[src/rtl/video_pkg.sv]
// Shared video types and frame geometry for the frame buffer write/read path.
package video_pkg;

  localparam int FRAME_W      = 320;
  localparam int FRAME_H      = 240;
  localparam int FRAME_PIXELS = FRAME_W * FRAME_H;
  localparam int PIX_W        = 30;

  typedef enum logic [0:0] {
    IDLE,
    WRITE
  } fw_state_t;

  typedef logic [PIX_W-1:0] pixel_t;

endpackage

[src/rtl/dstream_if.sv]
// Valid/ready pixel stream; the master drives data/valid, the slave (sink) drives ready.
interface dstream
  import video_pkg::*;
#(
  parameter int W = PIX_W
) ();

  logic [W-1:0] data;
  logic         valid;
  logic         ready;

  modport master (
    output data,
    output valid,
    input  ready
  );

  modport slave (
    input  data,
    input  valid,
    output ready
  );

endinterface

[src/rtl/raster_counter.sv]
// Raster position tracker: column, row and linear address of the current pixel.
module raster_counter
  import video_pkg::*;
#(
  parameter int WIDTH  = FRAME_W,
  parameter int HEIGHT = FRAME_H,
  parameter int ADDR_W = $clog2(WIDTH * HEIGHT),
  parameter int COL_W  = $clog2(WIDTH),
  parameter int ROW_W  = $clog2(HEIGHT)
) (
  input  logic              clk,
  input  logic              rst_n,
  input  logic              clear,
  input  logic              advance,
  output logic [COL_W-1:0]  col,
  output logic [ROW_W-1:0]  row,
  output logic [ADDR_W-1:0] addr,
  output logic              last
);

  logic [COL_W-1:0]  col_q, col_d;
  logic [ROW_W-1:0]  row_q, row_d;
  logic [ADDR_W-1:0] addr_q, addr_d;

  assign last = (col_q == COL_W'(WIDTH - 1)) && (row_q == ROW_W'(HEIGHT - 1));

  // The address runs alongside col/row so no multiplier is needed; clear wins over advance.
  always_comb begin
    col_d  = col_q;
    row_d  = row_q;
    addr_d = addr_q;
    if (clear) begin
      col_d  = '0;
      row_d  = '0;
      addr_d = '0;
    end else if (advance) begin
      if (last) begin
        col_d  = '0;
        row_d  = '0;
        addr_d = '0;
      end else begin
        addr_d = addr_q + ADDR_W'(1);
        if (col_q == COL_W'(WIDTH - 1)) begin
          col_d = '0;
          row_d = row_q + ROW_W'(1);
        end else begin
          col_d = col_q + COL_W'(1);
        end
      end
    end
  end

  always_ff @(posedge clk or negedge rst_n) begin
    if (!rst_n) begin
      col_q  <= '0;
      row_q  <= '0;
      addr_q <= '0;
    end else begin
      col_q  <= col_d;
      row_q  <= row_d;
      addr_q <= addr_d;
    end
  end

  assign col  = col_q;
  assign row  = row_q;
  assign addr = addr_q;

endmodule

[src/rtl/frame_writer.sv]
// Pixel stream sink writing one frame into a linear frame buffer through a 1-entry beat register.
// Define FRAME_WRITER_CONT_EN for free-running capture (stay in WRITE and wrap after each frame).
module frame_writer
  import video_pkg::*;
#(
  parameter int W      = PIX_W,
  parameter int WIDTH  = FRAME_W,
  parameter int HEIGHT = FRAME_H,
  parameter int ADDR_W = $clog2(WIDTH * HEIGHT)
) (
  input  logic              clk,
  input  logic              rst_n,
  dstream.slave             x,
  input  logic              start,
  output logic              wr_en,
  output logic [ADDR_W-1:0] wr_addr,
  output logic [W-1:0]      wr_data,
  input  logic              wr_ready,
  output logic              busy,
  output logic              frame_done,
  output logic [7:0]        frame_count
);

  localparam int COL_W = $clog2(WIDTH);
  localparam int ROW_W = $clog2(HEIGHT);

  fw_state_t         state_q, state_d;
  logic              wr_en_q, wr_en_d;
  logic [ADDR_W-1:0] wr_addr_q, wr_addr_d;
  logic [W-1:0]      wr_data_q, wr_data_d;
  logic              frame_done_q, frame_done_d;
  logic [7:0]        frame_count_q, frame_count_d;

  logic              x_ready;
  logic              xfer;
  logic              last;
  logic [ADDR_W-1:0] pix_addr;
  logic [COL_W-1:0]  col;
  logic [ROW_W-1:0]  row;
  logic              unused_raster;

  // The register may accept a new pixel whenever it is empty or its beat leaves this cycle.
  assign x_ready = (state_q == WRITE) && (!wr_en_q || wr_ready);
  assign xfer    = x.valid && x_ready;
  assign x.ready = x_ready;

  raster_counter #(
    .WIDTH  (WIDTH),
    .HEIGHT (HEIGHT),
    .ADDR_W (ADDR_W),
    .COL_W  (COL_W),
    .ROW_W  (ROW_W)
  ) u_raster (
    .clk     (clk),
    .rst_n   (rst_n),
    .clear   (start),
    .advance (xfer),
    .col     (col),
    .row     (row),
    .addr    (pix_addr),
    .last    (last)
  );

  assign unused_raster = ^{col, row};

  always_comb begin
    state_d = state_q;
    case (state_q)
      IDLE: begin
        if (start) begin
          state_d = WRITE;
        end
      end
      WRITE: begin
`ifdef FRAME_WRITER_CONT_EN
        state_d = WRITE;
`else
        if (xfer && last && !start) begin
          state_d = IDLE;
        end
`endif
      end
      default: state_d = IDLE;
    endcase
  end

  // A held beat stays frozen until wr_ready; a transfer reloads it in the same cycle it drains.
  always_comb begin
    wr_en_d   = wr_en_q;
    wr_addr_d = wr_addr_q;
    wr_data_d = wr_data_q;
    if (xfer) begin
      wr_en_d   = 1'b1;
      wr_addr_d = pix_addr;
      wr_data_d = x.data;
    end else if (wr_ready) begin
      wr_en_d = 1'b0;
    end
    frame_done_d  = xfer && last;
    frame_count_d = frame_count_q + {7'd0, frame_done_d};
  end

  always_ff @(posedge clk or negedge rst_n) begin
    if (!rst_n) begin
      state_q       <= IDLE;
      wr_en_q       <= 1'b0;
      wr_addr_q     <= '0;
      wr_data_q     <= '0;
      frame_done_q  <= 1'b0;
      frame_count_q <= 8'd0;
    end else begin
      state_q       <= state_d;
      wr_en_q       <= wr_en_d;
      wr_addr_q     <= wr_addr_d;
      wr_data_q     <= wr_data_d;
      frame_done_q  <= frame_done_d;
      frame_count_q <= frame_count_d;
    end
  end

  assign wr_en       = wr_en_q;
  assign wr_addr     = wr_addr_q;
  assign wr_data     = wr_data_q;
  assign busy        = (state_q == WRITE);
  assign frame_done  = frame_done_q;
  assign frame_count = frame_count_q;

endmodule

[src/flat_wrapper.sv]
// flat-port wrapper written by rule: the top's interface ports become plain ports
module frame_writer_flat import video_pkg::*;
#(
  parameter int W      = PIX_W,
  parameter int WIDTH  = FRAME_W,
  parameter int HEIGHT = FRAME_H,
  parameter int ADDR_W = $clog2(WIDTH * HEIGHT)
)
  (clk, rst_n, start, wr_en, wr_addr, wr_data, wr_ready, busy, frame_done, frame_count, x_data, x_valid, x_ready);
  dstream #(.W(W)) x_i ();
  input  logic clk;
  input  logic rst_n;
  input  logic start;
  output logic wr_en;
  output logic [ADDR_W-1:0] wr_addr;
  output logic [W-1:0] wr_data;
  input  logic wr_ready;
  output logic busy;
  output logic frame_done;
  output logic [7:0] frame_count;
  input wire logic [$bits(x_i.data)-1:0] x_data;
  input wire logic [$bits(x_i.valid)-1:0] x_valid;
  output wire logic [$bits(x_i.ready)-1:0] x_ready;
  assign x_i.data = x_data;
  assign x_i.valid = x_valid;
  assign x_ready = x_i.ready;
  frame_writer #(.W(W), .WIDTH(WIDTH), .HEIGHT(HEIGHT), .ADDR_W(ADDR_W)) u_core (.clk(clk), .rst_n(rst_n), .x(x_i), .start(start), .wr_en(wr_en), .wr_addr(wr_addr), .wr_data(wr_data), .wr_ready(wr_ready), .busy(busy), .frame_done(frame_done), .frame_count(frame_count));
endmodule
[config.mk]
export PLATFORM = sky130hd
export DESIGN_NAME = frame_writer_flat
export DESIGN_NICKNAME = d
export VERILOG_FILES = /design/src/rtl/video_pkg.sv /design/src/rtl/dstream_if.sv /design/src/rtl/raster_counter.sv /design/src/rtl/frame_writer.sv /design/src/flat_wrapper.sv
export SDC_FILE = /design/constraint.sdc
export NUM_CORES = 1
export LEC_CHECK = 0
export ABC_AREA = 1
export CORE_MARGIN = 2
export CORE_UTILIZATION = 45
export DETAILED_ROUTE_END_ITERATION = 12
export DONT_BUFFER_PORTS = 1
export PLACE_DENSITY = 0.63
export REMOVE_ABC_BUFFERS = 1
export SYNTH_ARGS = -nofsm -noshare
export SYNTH_HDL_FRONTEND = slang
export SYNTH_HIERARCHICAL = 1
export SYNTH_SLANG_ARGS = --single-unit
export TNS_END_PERCENT = 30
[constraint.sdc]
create_clock -name clk -period 2.85 [get_ports clk]
set_clock_uncertainty 0.1 [all_clocks]
set_input_delay 0.57 -clock clk [delete_from_list [all_inputs] [get_ports clk]]
set_output_delay 0.57 -clock clk [all_outputs]
set_load 0.005 [all_outputs]
==> flow_summary.ini <==
[layout]
multiInputGateArea_mm2 = 0.00172
stdcell_area_mm2 = 0.00459
n_antenna_cell = 0
fillers = 845
nets = 563
drive_above_1_share_pct = 6.82
seqCellArea_mm2 = 0.00230
synthToLayoutAreaGrowth_pct = 7.54

[power_and_ir_drop]
power.leakage_nw = 2.41
vdd_drop_max_uv = 308
p_total_mw = 2.60
powerDensity_mw_per_mm2 = 566

[cts]
cts_tree = yes
path_clk_slew_ps = 100
cts_buffers = 9
clock_path_buffers = 2
cts_sinks = 92
cts_hold_buf = 1
cts_setup_buffers = 0
htreeDepth = 3
insertion_delay_ps = 360
ctsResizeCount = 0
root_buffer = clkbuf_8

[worst_setup_path]
startpoint_type = register
crit_chain = ha_1, nand3_2, nor2_4, nand2_4, nor2_4, nand4_1, inv_1, ha_1, ha_1, nand2_1, nor2_1, nand2_1, nand2_1, nand2_1
path_buf_inv = 1
crit_family = simple AND/OR/NAND/NOR gates
path_max_fanout = 4
required_ps = 3000
critPathSlowestCell = dfrtp_1
cp_data_arrival_time_ps = 2490
r2r_cells = 14
cp.depth = 14
cpMostUsedCell = nand2_1
slowest_delay_ps = 400
reg2reg_setup_slack_ps = 510
cp-end-kind = register
worstSetupPathType = reg -> reg

[floorplanning]
initial_core_util_pct = 46.2
dieArea_mm2 = 0.0103
coreArea_mm2 = 0.00924
core.rowCount = 35
die_y_um = 101
fp.dieW_um = 101
ios = 94

[synth]
yosysSeqAreaShare_pct = 54.0
ys_types = 31
synthTopCellsByCount = nand2_1, dfrtp_1, nor2_1, inv_1, nand3_1
synthMostInstantiatedCell = nand2_1
syn_area_mm2 = 0.00427
syn_inst = 521
yosys-top-cells-area = dfrtp_1, nand2_1, nor2_1
async_flop_share_pct = 100
syn_avg_cell_area_um2 = 8.19
yosysTopAreaCellShare_pct = 54.0
synth_edf_count = 0
synthFlopType = dfrtp_1
synth_seq_cells = 92
synth_warnings = 6
synth_area_leader_cell = dfrtp_1

[placement]
dp_hpwl_mm = 5.77
port_buffers = 0
gp_congestion = 0.850
place_area_mm2 = 0.00435

[sta]
drv_slew = 0
rsz0062_at_grt = false
hold_viol = 0
period_needed_ps = 2340
tightest_slew_ps = 521
finalCritPeriodShare_pct = 82.1
fmax_mhz = 427
relSlewSlack_pct = 65.3
setup_viol = 0

[routing]
firstDrtPassIters = 4
antenna_left = 0
drc = 0
vias = 3187
post_drt_wl_per_cell_um = 13.0
drt_iter0_markers = 185
vias_per_cell = 4.85
wirelength_mm = 8.56

[global_routing]
overflow = 0
grt_max_degree = 93
antenna_found_initial = 0
grt_pass1_vias = 3027
grt_usage_pct = 17.0
grt_pass1_wl_mm = 13.9

[worst_hold_path]
min_path_type = in -> async

[run]
maxCapViolCount = 0

[outcome]
outcome = completed
-- logic make-up after synthesis --
| family | count (synthesis) | synth area share, % |
|---|---|---|
| AOI/OAI and AO/OA | 14 | 1.67 |
| xor gates and xnor gates | 13 | 2.67 |
| DFF | 92 | 54.0 |
| buffers and inverters | 53 | 5.69 |
| adders and majority gates | 5 | 1.47 |
| and+or+nand+nor | 344 | 34.5 |
-- where the power goes --
part	internal (mW)	switching (mW)
clock network	0.423	0.493
logic	0.0663	0.145
registers	1.39	0.0763
total	1.88	0.714
-- per-layer routing --
metal / part of all wire [%] / GRT usage [%]
met1: 48 / 21.8
met2: 45 / 27.7
met3: 6.8 / 5.38
met4: 0.44 / 5.51
met5: 0 / 0
-- path summary, 6_finish.rpt --
kind / startpoint / endpoint
max in group asynchronous: rst_n / u_core/wr_addr[16]$_DFFE_PN0P_
min in group clk: start / u_core/busy$_DFF_PN0_
worst min-delay path: rst_n / u_core/wr_data[22]$_DFFE_PN0P_
worst max register to register: u_core/u_raster/col[0]$_DFFE_PN0P_ / u_core/frame_count[6]$_DFF_PN0_
worst min register to register: u_core/u_raster/addr[3]$_DFFE_PN0P_ / u_core/wr_addr[3]$_DFFE_PN0P_
worst max-delay path: u_core/u_raster/col[0]$_DFFE_PN0P_ / u_core/frame_count[6]$_DFF_PN0_
-- stage by stage --
step | std cells | setup TNS [ps] | hold slack [ps] | utilization (%) | setup WS (ps)
after floorplan | 509 | -108 | 174 | - | -53.5
after global placement | 640 | 0 | 177 | 47.1 | 612
after detailed placement | 640 | 0 | 177 | 47.1 | 499
after CTS | 657 | 0 | 34.5 | 49.7 | 483
after global routing | 657 | 0 | 48.4 | 49.7 | 248
final | 657 | 0 | 5.51 | 49.7 | 510
-- cell usage in the layout (no fill, tap or decap), drive strengths merged, types with 2 or more instances in the layout --
cell type,n
nand2,246
dfrtp,92
nor2,51
inv,44
nand3,20
nand4,12
o21ai,10
clkbuf,9
nor3,8
xor2,7
xnor2,6
ha,5
nand3b,4
a21oi,3
buf,3
clkinv,2
-- flip-flops by register name, summed over array words and instances, names as in the netlist --
name	cells
u_core/u_raster/addr	17
u_core/busy	1
u_core/u_raster/row	8
u_core/frame_count	8
u_core/wr_en	1
u_core/frame_done	1
u_core/wr_addr	17
u_core/u_raster/col	9
u_core/wr_data	30
-- final cells by class --
| class | instances | area share, % |
|---|---|---|
| flip-flops and latches | 92 | 50.2 |
| well taps | 129 | 3.52 |
| multi-input cells | 376 | 37.5 |
| inverters | 41 | 3.35 |
| repair buffers | 3 | 0.927 |
| clock inverters | 7 | 1.80 |
| clock buffers | 9 | 2.70 |
Note: power is estimated with default switching activity, not from simulation.
